`config.mk`:
```
export PLATFORM = sky130hd
export DESIGN_NAME = match_stage_sequencer
export DESIGN_NICKNAME = d
export VERILOG_FILES = /design/src/rtl/match_stage_sequencer.sv
export SDC_FILE = /design/constraint.sdc
export NUM_CORES = 1
export LEC_CHECK = 0
export CAP_MARGIN = 20
export CELL_PAD_IN_SITES_DETAIL_PLACEMENT = 1
export CELL_PAD_IN_SITES_GLOBAL_PLACEMENT = 1
export CORE_AREA = 8 8 102 197
export DETAILED_ROUTE_END_ITERATION = 12
export DIE_AREA = 0 0 110 205
export PLACE_DENSITY = 0.81
export SLEW_MARGIN = 20
export SYNTH_ARGS = -nofsm -noshare
export SYNTH_HDL_FRONTEND = slang
export SYNTH_SLANG_ARGS = --single-unit
```
`constraint.sdc`:
```
create_clock -name i_clk -period 2.55 [get_ports i_clk]
set_input_delay 0.255 -clock i_clk [delete_from_list [all_inputs] [get_ports i_clk]]
set_output_delay 0.255 -clock i_clk [all_outputs]
set_load 0.05 [all_outputs]
```
`src/rtl/match_stage_sequencer.sv`:
```
// Input register and result register around the combinational two-word matching stage,
// with dictionary write qualification and a one-cycle dictionary clear after each block.
module match_stage_sequencer #(
  parameter int WIDTH      = 64,
  parameter int RES_W      = 40,
  parameter int DICT_ENTRY = 16,
  parameter int CNT_W      = 16
) (
  input  logic             i_clk,
  input  logic             i_reset,
  input  logic             i_in_valid,
  output logic             o_in_ready,
  input  logic [WIDTH-1:0] i_in_word,
  input  logic             i_in_last,
  output logic [WIDTH-1:0] o_mw_word,
  input  logic [RES_W-1:0] i_mw_result,
  input  logic [1:0]       i_mw_wr,
  output logic [1:0]       o_dict_wr,
  output logic             o_dict_clear,
  output logic             o_out_valid,
  input  logic             i_out_ready,
  output logic [RES_W-1:0] o_out_result,
  output logic             o_out_last,
  output logic [4:0]       o_dict_fill,
  output logic [CNT_W-1:0] o_word_count,
  output logic             o_busy
);

  typedef enum logic [1:0] {IDLE, RUN, CLEAR} state_t;

  state_t           r_state;
  state_t           w_stateNext;
  logic             r_s1Valid;
  logic             r_s1Last;
  logic             w_adv;
  logic             w_accept;
  logic [4:0]       w_fillSum;

  assign w_adv = r_s1Valid && (!o_out_valid || i_out_ready);

  // A last word sitting in S1 blocks new input until the clear cycle has run.
  assign o_in_ready = i_reset && (r_state != CLEAR) && !(r_s1Valid && r_s1Last) &&
                      (!r_s1Valid || w_adv);
  assign w_accept   = i_in_valid && o_in_ready;
  assign o_dict_wr  = i_mw_wr & {2{w_adv}};
  assign o_busy     = (r_state != IDLE) || r_s1Valid || o_out_valid;
  assign w_fillSum  = o_dict_fill + 5'(o_dict_wr[0]) + 5'(o_dict_wr[1]);

  always_ff @(posedge i_clk or negedge i_reset) begin
    if (!i_reset) begin
      r_state <= IDLE;
    end else begin
      r_state <= w_stateNext;
    end
  end

  always_comb begin
    w_stateNext  = r_state;
    o_dict_clear = 1'b0;
    case (r_state)
      IDLE: begin
        if (w_accept) w_stateNext = RUN;
      end
      RUN: begin
        if (w_adv && r_s1Last) w_stateNext = CLEAR;
      end
      CLEAR: begin
        o_dict_clear = 1'b1;
        w_stateNext  = IDLE;
      end
      default: w_stateNext = IDLE;
    endcase
  end

  always_ff @(posedge i_clk or negedge i_reset) begin
    if (!i_reset) begin
      r_s1Valid <= 1'b0;
      r_s1Last  <= 1'b0;
      o_mw_word <= '0;
    end else if (w_accept) begin
      r_s1Valid <= 1'b1;
      r_s1Last  <= i_in_last;
      o_mw_word <= i_in_word;
    end else if (w_adv) begin
      r_s1Valid <= 1'b0;
      r_s1Last  <= 1'b0;
    end
  end

  always_ff @(posedge i_clk or negedge i_reset) begin
    if (!i_reset) begin
      o_out_valid  <= 1'b0;
      o_out_result <= '0;
      o_out_last   <= 1'b0;
    end else if (w_adv) begin
      o_out_valid  <= 1'b1;
      o_out_result <= i_mw_result;
      o_out_last   <= r_s1Last;
    end else if (i_out_ready) begin
      o_out_valid  <= 1'b0;
    end
  end

  // Both counters restart for every block; the clear cycle never carries an adv.
  always_ff @(posedge i_clk or negedge i_reset) begin
    if (!i_reset) begin
      o_dict_fill  <= '0;
      o_word_count <= '0;
    end else if (r_state == CLEAR) begin
      o_dict_fill  <= '0;
      o_word_count <= '0;
    end else begin
      if (w_fillSum > 5'(DICT_ENTRY)) begin
        o_dict_fill <= 5'(DICT_ENTRY);
      end else begin
        o_dict_fill <= w_fillSum;
      end
      if (w_adv && (o_word_count != {CNT_W{1'b1}})) begin
        o_word_count <= o_word_count + CNT_W'(1);
      end
    end
  end

endmodule

```
## Yosys cells after proc, flatten, opt, wreduce, memory -nomap -nowiden

Cells that the tools add are included.

- $add $sub $neg: 3
- Multipliers: 0
- Divide/modulo/power cells: 0
- Magnitude comparators: 1
- Equal/unequal tests: 6
- Shift operators: 0
- Mux-type cells: 13
- Bitwise logic cells: 1
- Reduce and logical (&&, ||, !) cells: 21

Operators with widths:

| cell | count |
|---|---|
| two-way mux 16 bit | 2 |
| adder 16 x 1 -> 16 bit, second input constant | 1 |
| != test 16 bit, second input constant | 1 |
| adder 5 x 1 -> 5 bit | 2 |
| two-way mux 5 bit | 2 |
| logical AND 1 bit | 8 |
| nonzero test 2 bit | 4 |
| two-way mux 1 bit | 6 |
| != test 2 bit, second input constant | 3 |
| greater-than comparator 5 bit, second input constant | 1 |
| logical OR 1 bit | 4 |
| two-way mux 2 bit | 2 |
| case mux 2 bit (2 select lines) | 1 |
| logical NOT 1 bit | 3 |
| bitwise AND 2 bit | 1 |
| == test 2 x 1 -> 1 bit, second input constant | 1 |
| == test 2 bit, second input constant | 1 |
| logical NOT 2 bit | 1 |
| AND reduction 2 bit | 1 |

- Bits in registers: 131
- Bits in latches: 0
- Bits in writable memories: 0
- ROM bits: 0
- Input bits: 111
- Output and inout bits: 132
- Logic and storage cells: 54
- Memories: 0

## Logic depth before layout (Yosys ltp)

Gate-level depths: netlist of the first run.

- Word-level depth: 9
- Gate-level depth with buffers: 8
- Gate-level depth less buffers: 8

## Worst setup path after synthesis of the first run

Ideal clock, no wire load.

- Path kind: register to register
- Start: register o_out_valid
- End: register o_dict_fill[3]
- Arrival: 2.435 ns
- Slack: 0.042 ns
- Stages on the path, launching flop included: 9
- Buffers on the path: 0
- Path through: dfrtp_1 -> nand2b_2 -> and3_1 -> fa_1 -> ha_1 -> nand3_1 -> xor2_1 -> nand2_1 -> nor2_1

- Word-level cells in the longest chain between the ends: 9

Ends and longest elaborated chain:

| element | line | RTL |
|---|---|---|
| start: declaration | 20 | `output logic o_out_valid,` |
| start signal: assignment | 92 | `o_out_valid <= 1'b0;` |
| start signal: assignment | 96 | `o_out_valid <= 1'b1;` |
| start signal: assignment | 100 | `o_out_valid <= 1'b0;` |
| logical NOT 1 bit * | 39 | `assign w_adv = r_s1Valid && (!o_out_valid \|\| i_out_ready);` |
| logical OR 1 bit * | 39 |  |
| logical AND 1 bit * | 39 |  |
| bitwise AND 2 bit * | 45 | `assign o_dict_wr = i_mw_wr & {2{w_adv}};` |
| named net o_dict_wr[0] | 18 | `output logic [1:0] o_dict_wr,` |
| adder 5 x 1 -> 5 bit * (2 in a row) | 47 | `assign w_fillSum = o_dict_fill + 5'(o_dict_wr[0]) + 5'(o_dict_wr[1]);` |
| greater-than comparator 5 bit | 113 | `if (w_fillSum > 5'(DICT_ENTRY)) begin` |
| two-way mux 5 bit * | 113 |  |
| two-way mux 5 bit * | 109 | `end else if (r_state == CLEAR) begin` |
| end signal: assignment | 114 | `o_dict_fill <= 5'(DICT_ENTRY);` |
| end signal: assignment | 116 | `o_dict_fill <= w_fillSum;` |
| end: declaration | 24 | `output logic [4:0] o_dict_fill,` |

The timed path passes the listed nets; every way through them passes the cells marked *.
A chain may end at the register's enable or synchronous reset.

## Worst setup path in the final report of the first run

- Start: register r_s1Valid
- End: output o_busy

- Word-level cells in the longest chain between the ends: 2

Ends and longest elaborated chain:

| element | line | RTL |
|---|---|---|
| start: declaration | 33 | `logic r_s1Valid;` |
| start signal: assignment | 77 | `r_s1Valid <= 1'b0;` |
| start signal: assignment | 81 | `r_s1Valid <= 1'b1;` |
| start signal: assignment | 85 | `r_s1Valid <= 1'b0;` |
| logical OR 1 bit (2 in a row) | 46 | `assign o_busy = (r_state != IDLE) \|\| r_s1Valid \|\| o_out_valid;` |
| end: declaration | 26 | `output logic o_busy` |

No other way between the ends.

==> reports/qor.yml, run 1 <==
outcome: "finished clean"
final_area_mm2: 0.00864
placed_area_mm2: 0.00799
clock_latency_ns: 0.41
end_kind: "primary output"
firstDrtPassIters: 4
syn_area_per_cell_um2: 11.9
fp.dieW_um: 110
die_area_mm2: 0.0226
cts_buffers: 17
netlist_area_mm2: 0.00535
port_buffers: 242
synth_most_common_cell: "nand2_1"
diodes: 0
ioPinCount: 243
yosysWarnings: 0
rsz0062_at_grt: "false"
yosys-top-cells-area: "dfrtp_1, nand2_1, mux2_2, mux2_1, or4_1"
tritoncts: "done"
vias_per_cell: 4.82
synth_edf_count: 0
ff2ff_path_depth: 7
drv_cap: 0
critical_path_required_ns: 2.30
powerDensity_mw_per_mm2: 1110
post_drt_wl_per_cell_um: 19.5
crit_end: "o_busy"
htreeDepth: 4
async_flop_share_pct: 100
final_nets: 812
hold_violations: 0
routed-via-count: 4450
report.final.slew_viol_count: 0
grt_pass1_vias: 4862
drt_iter0_drc: 72
antenna_found_initial: 0
synth_top_area_share_pct: 61.3
max-vdd-ir-drop_mv: 0.563
nFillCells: 1880
min_period_ns: 2.35
cp_max_fo: 9
worstReg2RegEnd: "o_dict_fill[2]"
tns_ns: 0
core_area_mm2: 0.0175
hold_path_class: "input port to flop"
synth_common_cells: "nand2_1, dfrtp_1, mux2_2, mux2_1, a21oi_1"
drc_errors: 0
max_slew_margin_pct: 51.5
crit_start: "r_s1Valid"
ant_nets: 0
chipHeight_um: 205
r2r-start: "r_s1Valid"
seq_area_frac_synth_pct: 61.3
clock_path_buffers: 2
synth_ff_type: "dfrtp_1"
routed_wl_um: 18000
ys_ff_latch: 131
rrSetupSlack_ns: 0.43
area_growth_pct: 61.6
fin_skew_ns: 0.00652
initial_core_util_pct: 30.5
root_buffer: "clkbuf_16"
worst_pin_slew_ns: 0.727
dp_hpwl_um: 13300
grt_remaining_overflow: 0
synthCells: 451
cp.arrival_ns: 2.10
setup_violations: 0
core.rowCount: 69
p_leak_nw: 3.77
synth_cell_types: 43
gp_congestion: 0.782
crit_type: "flop to primary output"
grt_pass1_wl_um: 27800
syn-num-nets: 565
grt_usage_pct: 16.1
path_clk_slew_ns: 0.06
timing.final.crit_share_pct: 92.2
max_freq_mhz: 425
yosysTopAreaCell: "dfrtp_1"
cts.sinks: 131
post_route_cells_drive_above_1_share_pct: 13.5
grt_max_degree: 132
startpoint_type: "flop"
[cells by family after synthesis]
kind of cell             Yosys count  synth area share [%]
AND/OR/NAND/NOR                  189                  16.7
flip-flops                       131                  61.3
multiplexers                      66                  13.9
AO/OA/AOI/OAI                     33                  3.91
buffers and inverters             26                  2.88
XOR/XNOR                           3                 0.492
adder cells (fa/ha/maj)            3                 0.843
[critical path, stage by stage (launching register included)]
cell and delay (ns):
dfrtp_1 0.50, or4_1 0.44, clkdlybuf4s50_1 0.74
[registers in the layout, indices dropped and copies added, names as in the netlist]
register and count:
o_dict_fill 5, r_state 2, o_word_count 16, r_s1Valid 1, o_mw_word 64, o_out_last 1
o_out_result 40, o_out_valid 1, r_s1Last 1
[per-stage QoR]
step | hold slack [ns] | util [%] | std cells | setup WS [ns] | total power, mW
after CTS | 0.350 | 49.3 | 924 | 0.167 | 9.70
after detailed placement | 0.438 | 45.6 | 891 | 0.0641 | 6.99
after global placement | 0.437 | 45.6 | 891 | 0.156 | 6.89
final | 0.370 | 49.3 | 924 | 0.199 | 9.56
after floorplan | -0.0406 | - | 451 | 0.0423 | 5.37
after global routing | 0.368 | 49.3 | 924 | 0.111 | 9.99
[routing by layer]
metal / vias to the layer above / wire length [µm] / GRT usage [%]
met2: 227 / 8130 / 24.2
met5: - / 0 / 0
met3: 9 / 2780 / 10.3
li1: 2039 / - / -
met1: 2175 / 6920 / 18.1
met4: 0 / 172 / 4.95
[worst min path at each step]
stage,start,end,cells past startpoint
finish,i_mw_result[21],o_out_result[21],3
global route,i_mw_result[22],o_out_result[22],3
CTS,i_mw_result[14],o_out_result[14],3
detailed placement,i_reset,o_word_count[14],2
global placement,i_reset,o_word_count[15],2
floorplan,i_reset,o_dict_fill[0],0
[layout by cell type, fill, tap and decap left out, drive strengths merged]
master / synthesis / final
a211oi: 1 / 1
a21oi: 14 / 14
a31oi: 1 / 1
a41o: 1 / 1
and2: 3 / 3
and3: 7 / 7
and4: 3 / 3
buf: 16 / 12
bufinv: 0 / 4
clkbuf: 7 / 20
clkdlybuf4s50: 0 / 238
clkinv: 1 / 4
clkinvlp: 0 / 4
dfrtp: 131 / 131
dlygate4sd3: 0 / 1
fa: 1 / 1
ha: 2 / 2
inv: 2 / 3
mux2: 64 / 64
mux2i: 2 / 2
nand2: 136 / 136
nand2b: 4 / 4
nand3: 6 / 6
nand4: 7 / 7
nor2: 4 / 4
nor2b: 1 / 1
nor3: 1 / 1
nor4: 2 / 2
o2111ai: 1 / 1
o21ai: 4 / 4
o31ai: 11 / 11
or3: 2 / 2
or4: 13 / 13
xnor2: 1 / 1
xor2: 2 / 2
[report_power, final]
group          internal [mW]  switching, mW  leakage, nW  total, mW
Clock                   1.72          0.931        0.305       2.65
Combinational           1.36           2.60         1.87       3.96
Sequential              2.60          0.354         1.60       2.95
[timing repair]
item                      4_1_cts  5_1_grt
hold buffers                    1        0
resized for setup               0        0
hold endpoints to repair       15        0
setup buffers                   0        0
[area by class of cell]
class	count	area [µm²]	share of cell area (%)
clock buffer	20	467	5.40
clock inverter	12	178	2.06
inverter	3	11.3	0.130
multi-input combinational	294	1920	22.2
sequential	131	3280	37.9
tap	213	267	3.08
timing repair buffer	251	2520	29.2
(Power assumes the default switching activity.)
==> run 2, diff against run 1 <==
--- a/config.mk
+++ b/config.mk
@@ -13,2 +13,3 @@
 export DIE_AREA = 0 0 110 205
+export HOLD_SLACK_MARGIN = 0.12
 export PLACE_DENSITY = 0.81
==> constraint.sdc (replaced) <==
create_clock -name i_clk -period 2.55 [get_ports i_clk]
set_input_delay 0.51 -clock i_clk [delete_from_list [all_inputs] [get_ports i_clk]]
set_output_delay 0.51 -clock i_clk [all_outputs]
set_load 0.05 [all_outputs]
==> reports/qor.yml, run 2 (same netlist as run 1, synthesis figures left out) <==
outcome: "finished clean"
worstReg2RegEnd: "o_dict_fill[2]"
end_kind: "flop"
grt_pass1_vias: 5140  # +5.7%
antenna_found_initial: 0  # unchanged
cts.sinks: 131  # unchanged
firstDrtPassIters: 4  # unchanged
port_buffers: 242  # unchanged
r2r-start: "r_s1Valid"
max_freq_mhz: 425  # about the same
drc_errors: 0  # unchanged
ioPinCount: 243  # unchanged
max_slew_margin_pct: 35.8  # -16 points
reg_top3: "o_mw_word: 64 flops, o_out_result: 40 flops, o_word_count: 16 flops"
grt_usage_pct: 16.9  # +0.76 points
largest-register: "o_mw_word"
tritoncts: "done"
core_area_mm2: 0.0175  # unchanged
min_period_ns: 2.35  # -0.000266 ns
rsz0062_at_grt: "false"
path_clk_slew_ns: 0.06  # about the same
crit_type: "input port to flop"
critical_path_required_ns: 2.90  # +0.60 ns
core.rowCount: 69  # unchanged
setup_violations: 0  # unchanged
gp_congestion: 0.771  # -1.4%
cp.arrival_ns: 2.70  # +0.60 ns
layout.cells.non_filler: 931  # +0.76%
whs_ns: 0.476  # +0.107 ns
routed_wl_um: 18800  # +4.3%
grt_pass1_wl_um: 28900  # +3.8%
hold_path_class: "input port to asynchronous set/reset pin"
final_nets: 819  # +0.86%
rrSetupSlack_ns: 0.37  # -0.06 ns
die_area_mm2: 0.0226  # unchanged
drv_cap: 0  # unchanged
grt_remaining_overflow: 0  # unchanged
regArea_mm2: 0.00328  # unchanged
dp_cells: 898  # +0.79%
chipHeight_um: 205  # unchanged
dp_hpwl_um: 14100  # +6.2%
initial_core_util_pct: 30.5  # unchanged
drt_iter0_drc: 73  # +1.4%
final_cell_mix: "clkdlybuf4s50_1, nand2_1, dfrtp_1"
fin_skew_ns: 0.00742  # +0.000906 ns
multi_input_area_mm2: 0.00192  # unchanged
htreeDepth: 4  # unchanged
p_leak_nw: 3.79  # +0.52%
hold_violations: 0  # unchanged
fp.dieW_um: 110  # unchanged
worst_pin_slew_ns: 0.963  # +0.236 ns
max-vdd-ir-drop_mv: 0.630  # +12%
cp_max_fo: 4  # -5
vias_per_cell: 4.88  # +1.3%
area_growth_pct: 62.6
clock_path_buffers: 2  # unchanged
post_drt_wl_per_cell_um: 20.2  # +3.5%
cts_buffers: 17  # unchanged
ff2ff_path_depth: 7  # unchanged
routed-via-count: 4543  # +2.1%
diodes: 0  # unchanged
grt_max_degree: 75  # -43%
clock_latency_ns: 0.42  # about the same
largest_register_ffs: 64  # unchanged
post_route_cells_drive_above_1_share_pct: 14.5  # +0.98 points
final_common_cell: "clkdlybuf4s50_1"
nFillCells: 1850  # -1.6%
startpoint_type: "input port"
timing.final.crit_share_pct: 92.2  # about the same
root_buffer: "clkbuf_16"
report.final.slew_viol_count: 0  # unchanged
powerDensity_mw_per_mm2: 1080  # -2.0%
ant_nets: 0  # unchanged
## run 2: how the worst max path moves through the flow
| stage | start | to | slack [ns] | depth (start not counted) |
|---|---|---|---|---|
| 4_1_cts | i_out_ready | o_dict_fill[2] | 0.21 | 9 |
| 3_5_place_dp | i_out_ready | o_dict_fill[2] | -0.24 | 9 |
| 3_3_place_gp | i_out_ready | o_dict_fill[4] | -0.07 | 9 |
| 6_report | i_out_ready | o_dict_fill[2] | 0.20 | 9 |
| 5_1_grt | i_out_ready | o_dict_fill[3] | 0.09 | 9 |
| 2_1_floorplan | o_out_valid | o_dict_fill[3] | 0.04 | 8 |
## run 2: critical path, cell delays in order
cell,delay (ns)
clkdlybuf4s50_1,0.42
nand2b_2,0.20
and3_1,0.23
fa_1,0.46
ha_1,0.22
nand3_1,0.11
xor2_1,0.29
nand2_1,0.13
nor2_1,0.12
## run 2: per-stage QoR
stage	area [µm²]	TNS [ns]	utilization (%)	total power, mW	setup WS, ns
2_1_floorplan	5350	0	-	5.37	0.0423
3_3_place_gp	8090	-0.221	46.1	6.93	-0.0719
3_5_place_dp	8090	-1.03	46.1	7.04	-0.237
4_1_cts	8690	0	49.6	9.56	0.210
5_1_grt	8690	0	49.6	9.85	0.0872
6_report	8690	0	49.6	9.43	0.199
## run 2: where the power goes
part | leakage [nW] | switching, mW | total, mW | internal, mW
clock | 0.272 | 0.949 | 2.46 | 1.51
combinational | 1.92 | 2.62 | 4.01 | 1.39
sequential | 1.60 | 0.362 | 2.96 | 2.60
## run 2: per-layer routing
layer  up-vias  share of wire (%)  global-route usage [%]
met5         -                  0                       0
met4         0                2.0                    6.61
met3        23                 15                    10.5
met2       241                 46                    25.8
met1      2230                 37                    18.2
li1       2049                  -                       -
## run 2: final cells by class
type / instances / share of cell area, %
Clock inverter: 12 / 1.51
Multi-Input combinational cell: 294 / 22.0
Inverter: 3 / 0.130
Clock buffer: 20 / 5.37
Timing Repair Buffer: 258 / 30.2
Sequential cell: 131 / 37.7
Tap cell: 213 / 3.07
## run 2: what timing repair did
action,CTS,global route
hold buffers,1,0
buffers inserted,0,0
hold endpoints to repair,14,0
setup endpoints to repair,1,0
gates resized for setup,1,0
==> run 3, diff against run 2 <==
ABC_CLOCK_PERIOD_IN_PS = 2550   (was not set)
==> results of run 3 <==
The final DEF is identical to that of run 2; final timing and power are the same.
